**src/rtl/q_pkg.sv**
```systemverilog
// Shared constants and width rule for the Q-learning update pipeline.
package q_pkg;

    localparam int unsigned GAMMA_MASK_W  = 4;
    localparam int unsigned ALPHA_SHIFT_W = 3;

    // gamma = 0.5 + 0.25 + 0.125 = 0.875
    localparam logic [GAMMA_MASK_W-1:0]  DEFAULT_GAMMA_MASK  = 4'b0111;
    // alpha = 0.5
    localparam logic [ALPHA_SHIFT_W-1:0] DEFAULT_ALPHA_SHIFT = 3'd1;

    // Internal datapath width: headroom for reward + g - old_q without overflow.
    function automatic int unsigned q_int_width(input int unsigned w);
        return w + 3;
    endfunction

endpackage

```
**src/rtl/q_update_pipe_if.sv**
```systemverilog
// Operand/result handshake bundle for q_update_pipe; slave is the unit, master drives it.
interface q_update_pipe_if #(
    parameter int unsigned W     = 16,
    parameter int unsigned TAG_W = 8,
    parameter int unsigned CNT_W = 16
) ();
    import q_pkg::*;

    logic                     in_valid;
    logic                     in_ready;
    logic signed [W-1:0]      old_q;
    logic signed [W-1:0]      max_q;
    logic signed [W-1:0]      reward;
    logic [TAG_W-1:0]         tag_in;
    logic [GAMMA_MASK_W-1:0]  gamma_mask;
    logic [ALPHA_SHIFT_W-1:0] alpha_shift;

    logic                     out_valid;
    logic                     out_ready;
    logic [W-1:0]             new_q;
    logic [TAG_W-1:0]         tag_out;
    logic                     out_sat;
    logic [CNT_W-1:0]         update_cnt;

    modport slave (
        input  in_valid, old_q, max_q, reward, tag_in, gamma_mask, alpha_shift, out_ready,
        output in_ready, out_valid, new_q, tag_out, out_sat, update_cnt
    );

    modport master (
        output in_valid, old_q, max_q, reward, tag_in, gamma_mask, alpha_shift, out_ready,
        input  in_ready, out_valid, new_q, tag_out, out_sat, update_cnt
    );

endinterface

```
**src/rtl/q_gamma_sum.sv**
```systemverilog
// Combinational gamma*max_q: bit k of gamma_mask adds max_q >>> (k+1), sign-extended first.
module q_gamma_sum
    import q_pkg::*;
#(
    parameter int unsigned W = 16
) (
    input  logic signed [W-1:0]                max_q,
    input  logic [GAMMA_MASK_W-1:0]            gamma_mask,
    output logic signed [q_int_width(W)-1:0]   g
);

    localparam int unsigned IW = q_int_width(W);

    logic signed [IW-1:0] max_ext;

    assign max_ext = {{(IW - W){max_q[W-1]}}, max_q};

    always_comb begin
        g = '0;
        for (int k = 0; k < GAMMA_MASK_W; k++) begin
            if (gamma_mask[k]) begin
                g = g + (max_ext >>> (k + 1));
            end
        end
    end

endmodule

```
**src/rtl/q_update_pipe.sv**
```systemverilog
// Three-stage shift-and-add Q update: new_q = old_q + alpha*(reward + gamma*max_q - old_q).
// Define QUPD_SATURATE_EN to clamp the result to W bits (out_sat flags a clamp); default wraps.
module q_update_pipe
    import q_pkg::*;
#(
    parameter int unsigned W     = 16,
    parameter int unsigned FRAC  = 8,
    parameter int unsigned TAG_W = 8,
    parameter int unsigned CNT_W = 16
) (
    input logic            clk,
    input logic            rst,
    q_update_pipe_if.slave bus
);

    localparam int unsigned IW  = q_int_width(W);
    localparam int unsigned EXT = IW - W;

    localparam logic signed [IW-1:0] QMax = {{(EXT + 1){1'b0}}, {(W - 1){1'b1}}};
    localparam logic signed [IW-1:0] QMin = {{(EXT + 1){1'b1}}, {(W - 1){1'b0}}};

    // Fixed-point position does not affect the datapath.
    logic [31:0] unused_frac;
    assign unused_frac = 32'(FRAC);

    logic en;

    logic signed [IW-1:0] g;
    logic signed [IW-1:0] old_ext;
    logic signed [IW-1:0] reward_ext;
    logic signed [IW-1:0] d;

    logic                     s1_valid_q;
    logic signed [IW-1:0]     s1_d_q;
    logic signed [IW-1:0]     s1_old_q;
    logic [ALPHA_SHIFT_W-1:0] s1_shift_q;
    logic [TAG_W-1:0]         s1_tag_q;

    logic                 s2_valid_q;
    logic signed [IW-1:0] s2_s_q;
    logic [TAG_W-1:0]     s2_tag_q;
    logic signed [IW-1:0] s2_s_d;

    logic             out_valid_q;
    logic [W-1:0]     new_q_q;
    logic [TAG_W-1:0] tag_out_q;
    logic             out_sat_q;
    logic [CNT_W-1:0] cnt_q;

    logic [W-1:0] new_q_d;
    logic         sat_d;

    // One shared enable: a stalled output freezes every stage, bubbles included.
    assign en           = !out_valid_q || bus.out_ready;
    assign bus.in_ready = en;

    q_gamma_sum #(
        .W(W)
    ) u_gamma_sum (
        .max_q      (bus.max_q),
        .gamma_mask (bus.gamma_mask),
        .g          (g)
    );

    assign old_ext    = {{EXT{bus.old_q[W-1]}}, bus.old_q};
    assign reward_ext = {{EXT{bus.reward[W-1]}}, bus.reward};
    assign d          = reward_ext + g - old_ext;

    assign s2_s_d = s1_old_q + (s1_d_q >>> s1_shift_q);

    always_comb begin
        new_q_d = s2_s_q[W-1:0];
        sat_d   = 1'b0;
`ifdef QUPD_SATURATE_EN
        if (s2_s_q > QMax) begin
            new_q_d = QMax[W-1:0];
            sat_d   = 1'b1;
        end else if (s2_s_q < QMin) begin
            new_q_d = QMin[W-1:0];
            sat_d   = 1'b1;
        end
`endif
    end

    always_ff @(posedge clk or posedge rst) begin
        if (rst) begin
            s1_valid_q  <= 1'b0;
            s1_d_q      <= '0;
            s1_old_q    <= '0;
            s1_shift_q  <= '0;
            s1_tag_q    <= '0;
            s2_valid_q  <= 1'b0;
            s2_s_q      <= '0;
            s2_tag_q    <= '0;
            out_valid_q <= 1'b0;
            new_q_q     <= '0;
            tag_out_q   <= '0;
            out_sat_q   <= 1'b0;
            cnt_q       <= '0;
        end else begin
            if (en) begin
                s1_valid_q  <= bus.in_valid;
                s1_d_q      <= d;
                s1_old_q    <= old_ext;
                s1_shift_q  <= bus.alpha_shift;
                s1_tag_q    <= bus.tag_in;
                s2_valid_q  <= s1_valid_q;
                s2_s_q      <= s2_s_d;
                s2_tag_q    <= s1_tag_q;
                out_valid_q <= s2_valid_q;
                new_q_q     <= new_q_d;
                tag_out_q   <= s2_tag_q;
                out_sat_q   <= sat_d;
            end
            if (out_valid_q && bus.out_ready) begin
                cnt_q <= cnt_q + CNT_W'(1);
            end
        end
    end

    assign bus.out_valid  = out_valid_q;
    assign bus.new_q      = new_q_q;
    assign bus.tag_out    = tag_out_q;
    assign bus.out_sat    = out_sat_q;
    assign bus.update_cnt = cnt_q;

endmodule
```
**src/flat_wrapper.sv**
```systemverilog
// flat-port wrapper written by rule: the top's interface ports become plain ports
module q_update_pipe_flat import q_pkg::*;
#(
    parameter int unsigned W     = 16,
    parameter int unsigned FRAC  = 8,
    parameter int unsigned TAG_W = 8,
    parameter int unsigned CNT_W = 16
)
  (clk, rst, bus_in_valid, bus_old_q, bus_max_q, bus_reward, bus_tag_in, bus_gamma_mask, bus_alpha_shift, bus_out_ready, bus_in_ready, bus_out_valid, bus_new_q, bus_tag_out, bus_out_sat, bus_update_cnt);
  q_update_pipe_if #(.W(W), .TAG_W(TAG_W), .CNT_W(CNT_W)) bus_i ();
  input logic clk;
  input logic rst;
  input wire logic [$bits(bus_i.in_valid)-1:0] bus_in_valid;
  input wire logic [$bits(bus_i.old_q)-1:0] bus_old_q;
  input wire logic [$bits(bus_i.max_q)-1:0] bus_max_q;
  input wire logic [$bits(bus_i.reward)-1:0] bus_reward;
  input wire logic [$bits(bus_i.tag_in)-1:0] bus_tag_in;
  input wire logic [$bits(bus_i.gamma_mask)-1:0] bus_gamma_mask;
  input wire logic [$bits(bus_i.alpha_shift)-1:0] bus_alpha_shift;
  input wire logic [$bits(bus_i.out_ready)-1:0] bus_out_ready;
  output wire logic [$bits(bus_i.in_ready)-1:0] bus_in_ready;
  output wire logic [$bits(bus_i.out_valid)-1:0] bus_out_valid;
  output wire logic [$bits(bus_i.new_q)-1:0] bus_new_q;
  output wire logic [$bits(bus_i.tag_out)-1:0] bus_tag_out;
  output wire logic [$bits(bus_i.out_sat)-1:0] bus_out_sat;
  output wire logic [$bits(bus_i.update_cnt)-1:0] bus_update_cnt;
  assign bus_i.in_valid = bus_in_valid;
  assign bus_i.old_q = bus_old_q;
  assign bus_i.max_q = bus_max_q;
  assign bus_i.reward = bus_reward;
  assign bus_i.tag_in = bus_tag_in;
  assign bus_i.gamma_mask = bus_gamma_mask;
  assign bus_i.alpha_shift = bus_alpha_shift;
  assign bus_i.out_ready = bus_out_ready;
  assign bus_in_ready = bus_i.in_ready;
  assign bus_out_valid = bus_i.out_valid;
  assign bus_new_q = bus_i.new_q;
  assign bus_tag_out = bus_i.tag_out;
  assign bus_out_sat = bus_i.out_sat;
  assign bus_update_cnt = bus_i.update_cnt;
  q_update_pipe #(.W(W), .FRAC(FRAC), .TAG_W(TAG_W), .CNT_W(CNT_W)) u_core (.clk(clk), .rst(rst), .bus(bus_i));
endmodule
```
**config.mk**
```make
export PLATFORM = sky130hd
export DESIGN_NAME = q_update_pipe_flat
export DESIGN_NICKNAME = d
export VERILOG_FILES = /design/src/rtl/q_pkg.sv /design/src/rtl/q_update_pipe_if.sv /design/src/rtl/q_gamma_sum.sv /design/src/rtl/q_update_pipe.sv /design/src/flat_wrapper.sv
export SDC_FILE = /design/constraint.sdc
export NUM_CORES = 1
export LEC_CHECK = 0
export BUFFER_PORTS_ARGS = -buffer_cell sky130_fd_sc_hd__buf_2
export CAP_MARGIN = 20
export CORE_UTILIZATION = 45
export DETAILED_ROUTE_END_ITERATION = 16
export HOLD_SLACK_MARGIN = 0.15
export PLACE_DENSITY_LB_ADDON = 0.1
export RECOVER_POWER = 25
export SETUP_SLACK_MARGIN = 0.2
export SLEW_MARGIN = 30
export SYNTH_ARGS = -nofsm -noshare
export SYNTH_HDL_FRONTEND = slang
export SYNTH_SLANG_ARGS = --single-unit
export TNS_END_PERCENT = 50
```
**constraint.sdc**
```tcl
create_clock -name clk -period 4.9 [get_ports clk]
set_input_delay 0.98 -clock clk [delete_from_list [all_inputs] [get_ports clk]]
set_output_delay 0.98 -clock clk [all_outputs]
set_load 0.01 [all_outputs]
```
==> results of run 1 <==
-- cells in the mapped netlist, types with 3 or more instances --
| library cell | n | area, sq um |
|---|---|---|
| sky130_fd_sc_hd__xnor2_1 | 48 | 420 |
| sky130_fd_sc_hd__ha_1 | 85 | 1060 |
| sky130_fd_sc_hd__or2_2 | 7 | 43.8 |
| sky130_fd_sc_hd__o31a_1 | 5 | 43.8 |
| sky130_fd_sc_hd__and3_1 | 10 | 62.6 |
| sky130_fd_sc_hd__a31o_2 | 3 | 26.3 |
| sky130_fd_sc_hd__mux2i_1 | 24 | 240 |
| sky130_fd_sc_hd__nor2b_1 | 7 | 43.8 |
| sky130_fd_sc_hd__o21ai_0 | 72 | 360 |
| sky130_fd_sc_hd__nand2_1 | 244 | 916 |
| sky130_fd_sc_hd__o21a_1 | 11 | 82.6 |
| sky130_fd_sc_hd__inv_1 | 78 | 293 |
| sky130_fd_sc_hd__nand2b_1 | 14 | 87.6 |
| sky130_fd_sc_hd__xor2_1 | 33 | 289 |
| sky130_fd_sc_hd__mux2_2 | 33 | 372 |
| sky130_fd_sc_hd__and2_1 | 7 | 43.8 |
| sky130_fd_sc_hd__o211ai_1 | 4 | 30.0 |
| sky130_fd_sc_hd__nor4_1 | 3 | 18.8 |
| sky130_fd_sc_hd__a21oi_1 | 82 | 410 |
| sky130_fd_sc_hd__nand3b_1 | 3 | 22.5 |
| sky130_fd_sc_hd__o41ai_1 | 5 | 43.8 |
| sky130_fd_sc_hd__o21bai_1 | 6 | 45.0 |
| sky130_fd_sc_hd__nor3_1 | 21 | 105 |
| sky130_fd_sc_hd__a211oi_1 | 9 | 67.6 |
| sky130_fd_sc_hd__a21boi_0 | 4 | 30.0 |
| sky130_fd_sc_hd__o31ai_1 | 9 | 67.6 |
| sky130_fd_sc_hd__a31oi_1 | 14 | 87.6 |
| sky130_fd_sc_hd__o211a_1 | 3 | 30.0 |
| sky130_fd_sc_hd__buf_1 | 10 | 37.5 |
| sky130_fd_sc_hd__or3_1 | 4 | 25.0 |
| sky130_fd_sc_hd__nor2_1 | 60 | 225 |
| sky130_fd_sc_hd__nand3_1 | 28 | 140 |
| sky130_fd_sc_hd__nand4_1 | 5 | 31.3 |
| sky130_fd_sc_hd__a21o_1 | 19 | 143 |
| sky130_fd_sc_hd__dfrtp_1 | 113 | 2830 |
| sky130_fd_sc_hd__clkbuf_1 | 31 | 116 |
| sky130_fd_sc_hd__and4_1 | 3 | 26.3 |
| sky130_fd_sc_hd__a211o_1 | 3 | 26.3 |
| sky130_fd_sc_hd__fa_1 | 22 | 440 |
-- power groups by stage --
stage / Sequential, W / Clock, W / Combinational (W)
6_report: 0.00155 / 0.00111 / 0.00450
5_1_grt: 0.00161 / 0.00118 / 0.00505
3_3_place_gp: 0.00156 / 0 / 0.00394
4_1_cts: 0.00156 / 0.00113 / 0.00439
3_5_place_dp: 0.00157 / 0 / 0.00400
2_1_floorplan: 0.00156 / 0 / 0.00273
-- per-stage QoR --
stage | std cells | power (W)
2_1_floorplan | 1179 | 0.00430
4_1_cts | 1767 | 0.00708
3_3_place_gp | 1712 | 0.00551
5_1_grt | 1777 | 0.00783
6_report | 1777 | 0.00717
3_5_place_dp | 1712 | 0.00558
-- kinds of logic after synthesis --
group / synth area share
AO/OA/AOI/OAI: 0.175
XOR/XNOR: 0.0771
adder cells (fa/ha/maj): 0.154
buffers and inverters: 0.0507
flip-flops: 0.289
multiplexers: 0.0663
other: 0.000383
AND/OR/NAND/NOR: 0.188
-- registers in the layout, summed over array words and instances, names as in the netlist --
| name | cells |
|---|---|
| u_core.s2_tag_q | 8 |
| u_core.bus.tag_out | 8 |
| u_core.s1_valid_q | 1 |
| u_core.bus.update_cnt | 16 |
| u_core.s2_valid_q | 1 |
| u_core.s1_tag_q | 8 |
| u_core.s1_shift_q | 3 |
| u_core.bus.new_q | 16 |
| u_core.s1_old_q | 16 |
| u_core.bus.out_valid | 1 |
| u_core.s1_d_q | 19 |
| u_core.s2_s_q | 16 |
-- repair_timing --
item | CTS | global route
setup endpoints to repair | 17 | 17
resized for setup | 69 | 26
buffers inserted | 24 | 8
pin swaps | 61 | 34
-- metal layers --
layer  track usage  part of all wire  up-vias
li1              -                 -     4689
met1         0.281              0.45     4107
met2         0.400              0.50      113
met3        0.0216             0.021       31
met4        0.0791             0.023        0
met5             0                 0        -
-- area by class of cell --
type / count / area, sq um
antenna: 1 / 2.50
clock buffer: 20 / 447
clock inverter: 11 / 91.3
fill: 1810 / 7670
inverter: 81 / 309
multi-input combinational: 939 / 7120
sequential: 113 / 2830
tap: 275 / 344
timing repair buffer: 337 / 2350
-- worst max-delay path, delay by kind of cell --
| family | cells | cell delay [ns] |
|---|---|---|
| xor+xnor | 3 | 0.46 |
| buf+inv | 7 | 0.68 |
| simple gates | 7 | 1.56 |
| fa+ha+maj | 6 | 1.58 |
| compound gates | 15 | 2.17 |
| mux | 1 | 0.10 |
-- final timing paths --
kind	startpoint	endpoint	slack, ns	cells past startpoint
hold / removal	u_core.bus.tag_out[2]$_DFFE_PP0P_	u_core.bus.tag_out[2]$_DFFE_PP0P_	0.45	2
hold reg to reg	u_core.bus.tag_out[2]$_DFFE_PP0P_	u_core.bus.tag_out[2]$_DFFE_PP0P_	0.45	2
setup reg to reg	u_core.s1_shift_q[1]$_DFFE_PP0P_	u_core.s2_s_q[15]$_DFFE_PP0P_	0.97	16
setup / recovery	bus_max_q[1]	u_core.s1_d_q[17]$_DFFE_PP0P_	-2.38	39
min in group asynchronous	rst	u_core.bus.tag_out[6]$_DFFE_PP0P_	1.27	2
max in group asynchronous	rst	u_core.s1_d_q[11]$_DFFE_PP0P_	2.26	3
==> metrics list, run 1 <==
- After global routing the overflow that remains totals 0.
* Library cell used as clock root buffer: sky130_fd_sc_hd__clkbuf_16
- Clock latency on the worst-skew pair, taken at its later pin, is roughly 0.41 ns.
- Capturing element type of the critical path: flip-flop
- The first global-routing pass estimated between 40000 and 50000 um of wire.
- In this run the remaining antenna-violating nets after routing total 0.
* NetSw: 0.00280 W
- After clock tree synthesis, the clock-pin slew on the worst setup and hold paths is roughly 0.05 ns.
* Net count after synthesis: 1353
- GPL Wtd Cong: a little over 0.9
- Number of top-level pins: 110
- Total placed instance area: 0.0123 sq mm
* Synthesized cell area: 0.00979 sq mm
- Gate Count Post-Synth: roughly 1200
- Final number of setup-violating endpoints: 16
- Max Cap Viol: 1
- Worst path slowest cell: sky130_fd_sc_hd__fa_1
- Total Nets Final: 1663
- Proportion of total power due to net switching: 0.391
* Setup WS post-layout: -2.38 ns
* Yosys Warn Count: 0
- Counting flops with a built-in enable in the synthesized netlist gives 0.
* Effective utilization at floorplan: 0.463
* Final critical path time including I/O delays and setup: 7.28 ns
- Number of vias after detailed routing: 8940
* Number of H-tree levels: 4
- Initial detailed-routing violation count: 300
- Number of port buffers: 107
* Post-route core utilization: 0.638
* DRC violation count after routing: 0
- Most frequent cell on the critical path: sky130_fd_sc_hd__buf_4
- Summed over all cells, the static leakage comes to 6.73 nW.
- Die span in x: roughly 150 um
* Site Rows: between 50 and 60
- Ys async rst share: 1.00
- Summed over all failing endpoints, the final setup total negative slack is -24.24 ns.
* Required time of the critical path: 5.16 ns
* Max-slew headroom at the worst pin: -0.772
- Total detailed-routing wirelength: 23900 um
* Global-route usage over all layers: 0.225
- Once layout is done, the placed cells without fillers occupy about 0.013 sq mm.
- In this run the power density over the cells is between 500 and 600 mW/mm^2.
* Final setup skew: 0.00745 ns
- First-pass DRT Iterations: 4
- Total count of hold-check failures in the final report: 0
- Clock buffer depth: 2
- Area growth from synthesis to final layout: 37.8%
- Core outline area: about 0.021 sq mm
- Setup repair after global routing missed its margin: true
* Violations in the final reports: capacitance limit, slew limit, setup timing
- Number of buffers added to fix hold violations after cts: 0
- Critical-path maximum fanout: 6
- Buffers inserted during clock tree synthesis total 17.
* Share of synthesized area occupied by flip-flops and latches: 0.289
- Clock share of power: 0.155
- Number of register bits inferred by synthesis: 113
- Average wire per standard cell: between 10 and 15 um
- Dividing the final minimum period by the clock period gives 1.48.
* Fmax: 137 MHz
* Type of the tightest min-delay check: flip-flop to flip-flop
* Half-perimeter wire length of the detailed placement result: 18600 um
* Fraction of power consumed by sequential logic: 0.217
* Initial antenna violation count: 1
* Worst voltage drop across the vdd grid: 0.231 mV
- The die covers around 0.022 sq mm.
- Internal power comes to ~0.0044 W.
- Entering global routing, the biggest net connects 99 pins.
- Worst slack on hold paths: 0.454 ns
- Die boundary height: 149 um
- Outcome: finished with violations
- Share of final-layout standard cells stronger than drive strength 1: 0.341
- CTS tree: built
- Most common cell after layout, fill and taps aside: sky130_fd_sc_hd__nand2_1
- Among all flip-flop cells after synthesis, the most frequent one is sky130_fd_sc_hd__dfrtp_1.
* Total number of clock tree sinks: 113
* Critical path's largest stage delay: 0.50 ns
* Combinational share of power: 0.628
- Least-Margin Pin Slew: 2.64 ns
- The synthesized netlist contains 67 unique library cells.
* Kind of critical path: primary input to flip-flop
- Data arrives at the worst endpoint at 7.54 ns.
* Via count normalized by instance count: 5.03
- Dividing the synthesized area by the synthesized cell count gives 8.30 sq um.
- Via count of the first global-routing pass: 8751
* Startpoint types: primary input
- The max-slew violation count came to roughly 60.
- Prior to clock tree synthesis, the placed netlist has a worst setup slack of -2.99 ns.
- Leaving out fill and tap cells, the most frequent cells in the layout are 240 x sky130_fd_sc_hd__nand2_1, 215 x sky130_fd_sc_hd__buf_4, 113 x sky130_fd_sc_hd__dfrtp_1.
Note: power is estimated with default switching activity, not from simulation.
==> run 2, diff against run 1 <==
- CTS_CLUSTER_DIAMETER: unset -> 120
- SETUP_SLACK_MARGIN: 0.2 -> 0.3
==> run 2 against run 1 <==
Effect of this change: the flow still finishes with violations (capacitance limit, slew limit, setup timing); sequential share of layout area about the same; fmax is essentially flat; cell count unchanged; largest power group unchanged; global-route usage unchanged; die area is the same; first-iteration DRC count grew 11%; count of clock-buffer cells in the layout did not move; clock power is essentially flat; combinational power about the same; clock skew barely moved; critical path depth is the same.
==> metrics list, run 2 (synthesis results as in run 1) <==
- Final number of max-transition violations: 61
- Library cell used as clock root buffer: sky130_fd_sc_hd__clkbuf_16
* Outcome: finished with violations
- Max Cap Viol: 1
- In this run the horizontal extent of the chip is roughly 150 um.
- Kind of critical path: primary input to flip-flop
- GPL Wtd Cong: around 0.9
- Number of buffers added to fix hold violations after cts: 0
* Least-Margin Pin Slew: around 2.7 ns
* Number of flip-flops in the largest register: 19
- The floorplan has 53 rows.
- Setup violations remaining at the end of the flow were counted as 16.
- Final critical path time including I/O delays and setup: 7.28 ns
- Largest net degree at the start of global routing: 99
- Before antenna repair, the detailed router went through 4 iterations.
* Required time of the critical path: between 5 and 6 ns
* Proportion of total power due to net switching: 0.391
* Combinational share of power: 0.628
- Port buffering added 107 buffers.
- Die area: 0.0223 sq mm
- For this block, the routed nets add up to 23900 um of wire.
* Cell internal pwr: 0.00437 W
- Most common cell after layout, fill and taps aside: sky130_fd_sc_hd__nand2_1
- Initial antenna violation count: 1
* Post-route core utilization: 0.638
* Final worst-path cycle share: 1.49
- Startpoint types: primary input
- Summed over all cells, the static leakage comes to 6.73 nW.
* Area growth from synthesis to final layout: 37.8%
* Latest clock arrival within the worst-skew pair: 0.41 ns
- After global routing, the most crowded layer is met2.
- Total clock buffers created by CTS: 17
* Setup Slack @ Placement: -2.99 ns
- Across the VDD grid, the largest voltage drop is 0.231 mV.
* Effective utilization at floorplan: 0.463
* Total number of clock tree sinks: approximately 110
- The count of nets left with antenna violations once routing finished came out at 0.
- Met3 Resource Use GR: 0.0216
- After detailed routing, the number of remaining DRC violations is 0.
- Final setup skew: between 0.007 and 0.008 ns
- Met2 capacity usage during global routing: 0.400
- Of the total power, registers draw 0.217.
- TritonCTS built the clock tree.
- In the routed layout, each cell is associated on average with a via count of 5.03.
- The H-tree generated during clock tree synthesis spans 4 levels.
- Total count of hold-check failures in the final report: 0
- Share of final-layout standard cells stronger than drive strength 1: 0.342
- Clock buffer depth: 2
- The net count of the finished layout is approximately 1700.
* Critical-path maximum fanout: 6
- Average wire per standard cell: around 13 um
- Power spread over the standard cell area amounts to 532 mW/mm^2.
- Initial detailed-routing violation count: 332
* Number of vias after detailed routing: 8947
- STA classifies the critical path endpoint as a flip-flop.
- For this run, the top clock speed supported by timing is 137 MHz.
- Register name with the most flops: u_core.s1_d_q
* NetSw: 0.00280 W
- Number of top-level pins: 110
- The min-delay analysis places its worst path in the category flip-flop to flip-flop.
- The first global-routing pass estimated 40400 um of wire.
* Setup repair after global routing missed its margin: true
* Clock share of power: 0.155
* Global-route congestion overflow total: 0
- Measured against its own limit, the worst slew margin works out to -0.783.
* Grt met1 use: 0.281
* Most frequent cell on the critical path: sky130_fd_sc_hd__buf_4
- The largest single stage delay on the critical path is 0.50 ns.
- Clock transition at the registers of the reported paths: 0.05 ns
- Via count of the first global-routing pass: 8751
- The checks that failed: capacitance limit, slew limit, setup timing.
* Die boundary height: 149 um
- After layout, the worst setup slack is -2.38 ns.
- The slowest stage of the critical path belongs to the cell sky130_fd_sc_hd__fa_1.
- Summed over all nets, the half-perimeter wirelength after detailed placement is 18600 um.
* Signal arrival time at the worst endpoint: 7.54 ns
* Core outline area: 0.0212 sq mm
- In the global route stage, overall resource usage came out at 0.225.
* Worst slack on hold paths: 0.454 ns
- After filler insertion, the fill cell instance count of the layout stands at 1808.
* Leading cell types in the layout, fill and taps excluded: 240 x sky130_fd_sc_hd__nand2_1, 215 x sky130_fd_sc_hd__buf_4, 113 x sky130_fd_sc_hd__dfrtp_1
==> run 2: cell counts in the layout (fill, tap and decap cells not counted) <==
Identical to the previous run, type by type.
==> run 2: final timing paths <==
path | from | slack (ns) | end | cells past startpoint
worst max-delay path | bus_max_q[1] | -2.38 | u_core.s1_d_q[17]$_DFFE_PP0P_ | 39
worst max register to register | u_core.s1_shift_q[1]$_DFFE_PP0P_ | 0.97 | u_core.s2_s_q[15]$_DFFE_PP0P_ | 16
worst min register to register | u_core.bus.tag_out[2]$_DFFE_PP0P_ | 0.45 | u_core.bus.tag_out[2]$_DFFE_PP0P_ | 2
min in group asynchronous | rst | 1.28 | u_core.bus.tag_out[6]$_DFFE_PP0P_ | 2
max in group asynchronous | rst | 2.24 | u_core.s1_d_q[11]$_DFFE_PP0P_ | 3
worst min-delay path | u_core.bus.tag_out[2]$_DFFE_PP0P_ | 0.45 | u_core.bus.tag_out[2]$_DFFE_PP0P_ | 2
==> run 2: through the flow <==
step / TNS (ns) / cells / total power, W / area [sq um]
after floorplan: -30.80 / 1179 / 0.00430 / 10100
after detailed placement: -33.93 / 1712 / 0.00558 / 12300
final: -24.18 / 1777 / 0.00717 / 13500
after global placement: -32.42 / 1712 / 0.00551 / 12300
after CTS: -24.82 / 1767 / 0.00708 / 13300
after global routing: -29.33 / 1777 / 0.00784 / 13500
==> run 2: final cells by class <==
class	count	area, sq um	share of cell area
inverter	81	309	0.0229
antenna	1	2.50	0.000185
multi-input combinational	939	7120	0.528
clock buffer	20	447	0.0331
clock inverter	11	91.3	0.00677
tap	275	344	0.0255
timing repair buffer	337	2350	0.174
sequential	113	2830	0.210
==> run 2: power groups by stage <==
stage,Clock (W),Combinational (W),Sequential [W]
2_1_floorplan,0,0.00273,0.00156
3_3_place_gp,0,0.00394,0.00156
3_5_place_dp,0,0.00400,0.00157
4_1_cts,0.00113,0.00439,0.00156
5_1_grt,0.00118,0.00505,0.00161
6_report,0.00111,0.00451,0.00155
==> run 2: worst max-delay path: cells and delay by family <==
kind | cells | cell delay, ns
AND/OR/NAND/NOR | 7 | 1.57
buffers and inverters | 7 | 0.69
adder cells (fa/ha/maj) | 6 | 1.58
AO/OA/AOI/OAI | 15 | 2.16
XOR/XNOR | 3 | 0.46
multiplexers | 1 | 0.10
==> run 2: timing repair <==
| action | 4_1_cts | 5_1_grt |
|---|---|---|
| setup buffers | 24 | 8 |
| resized for setup | 69 | 26 |
| endpoints found under the setup margin | 17 | 18 |
| pin swaps | 61 | 37 |
==> run 2: per-layer routing <==
metal | vias to the layer above | part of all wire
li1 | 4689 | -
met1 | 4109 | 0.45
met2 | 120 | 0.51
met3 | 29 | 0.022
met4 | 0 | 0.018
met5 | - | 0
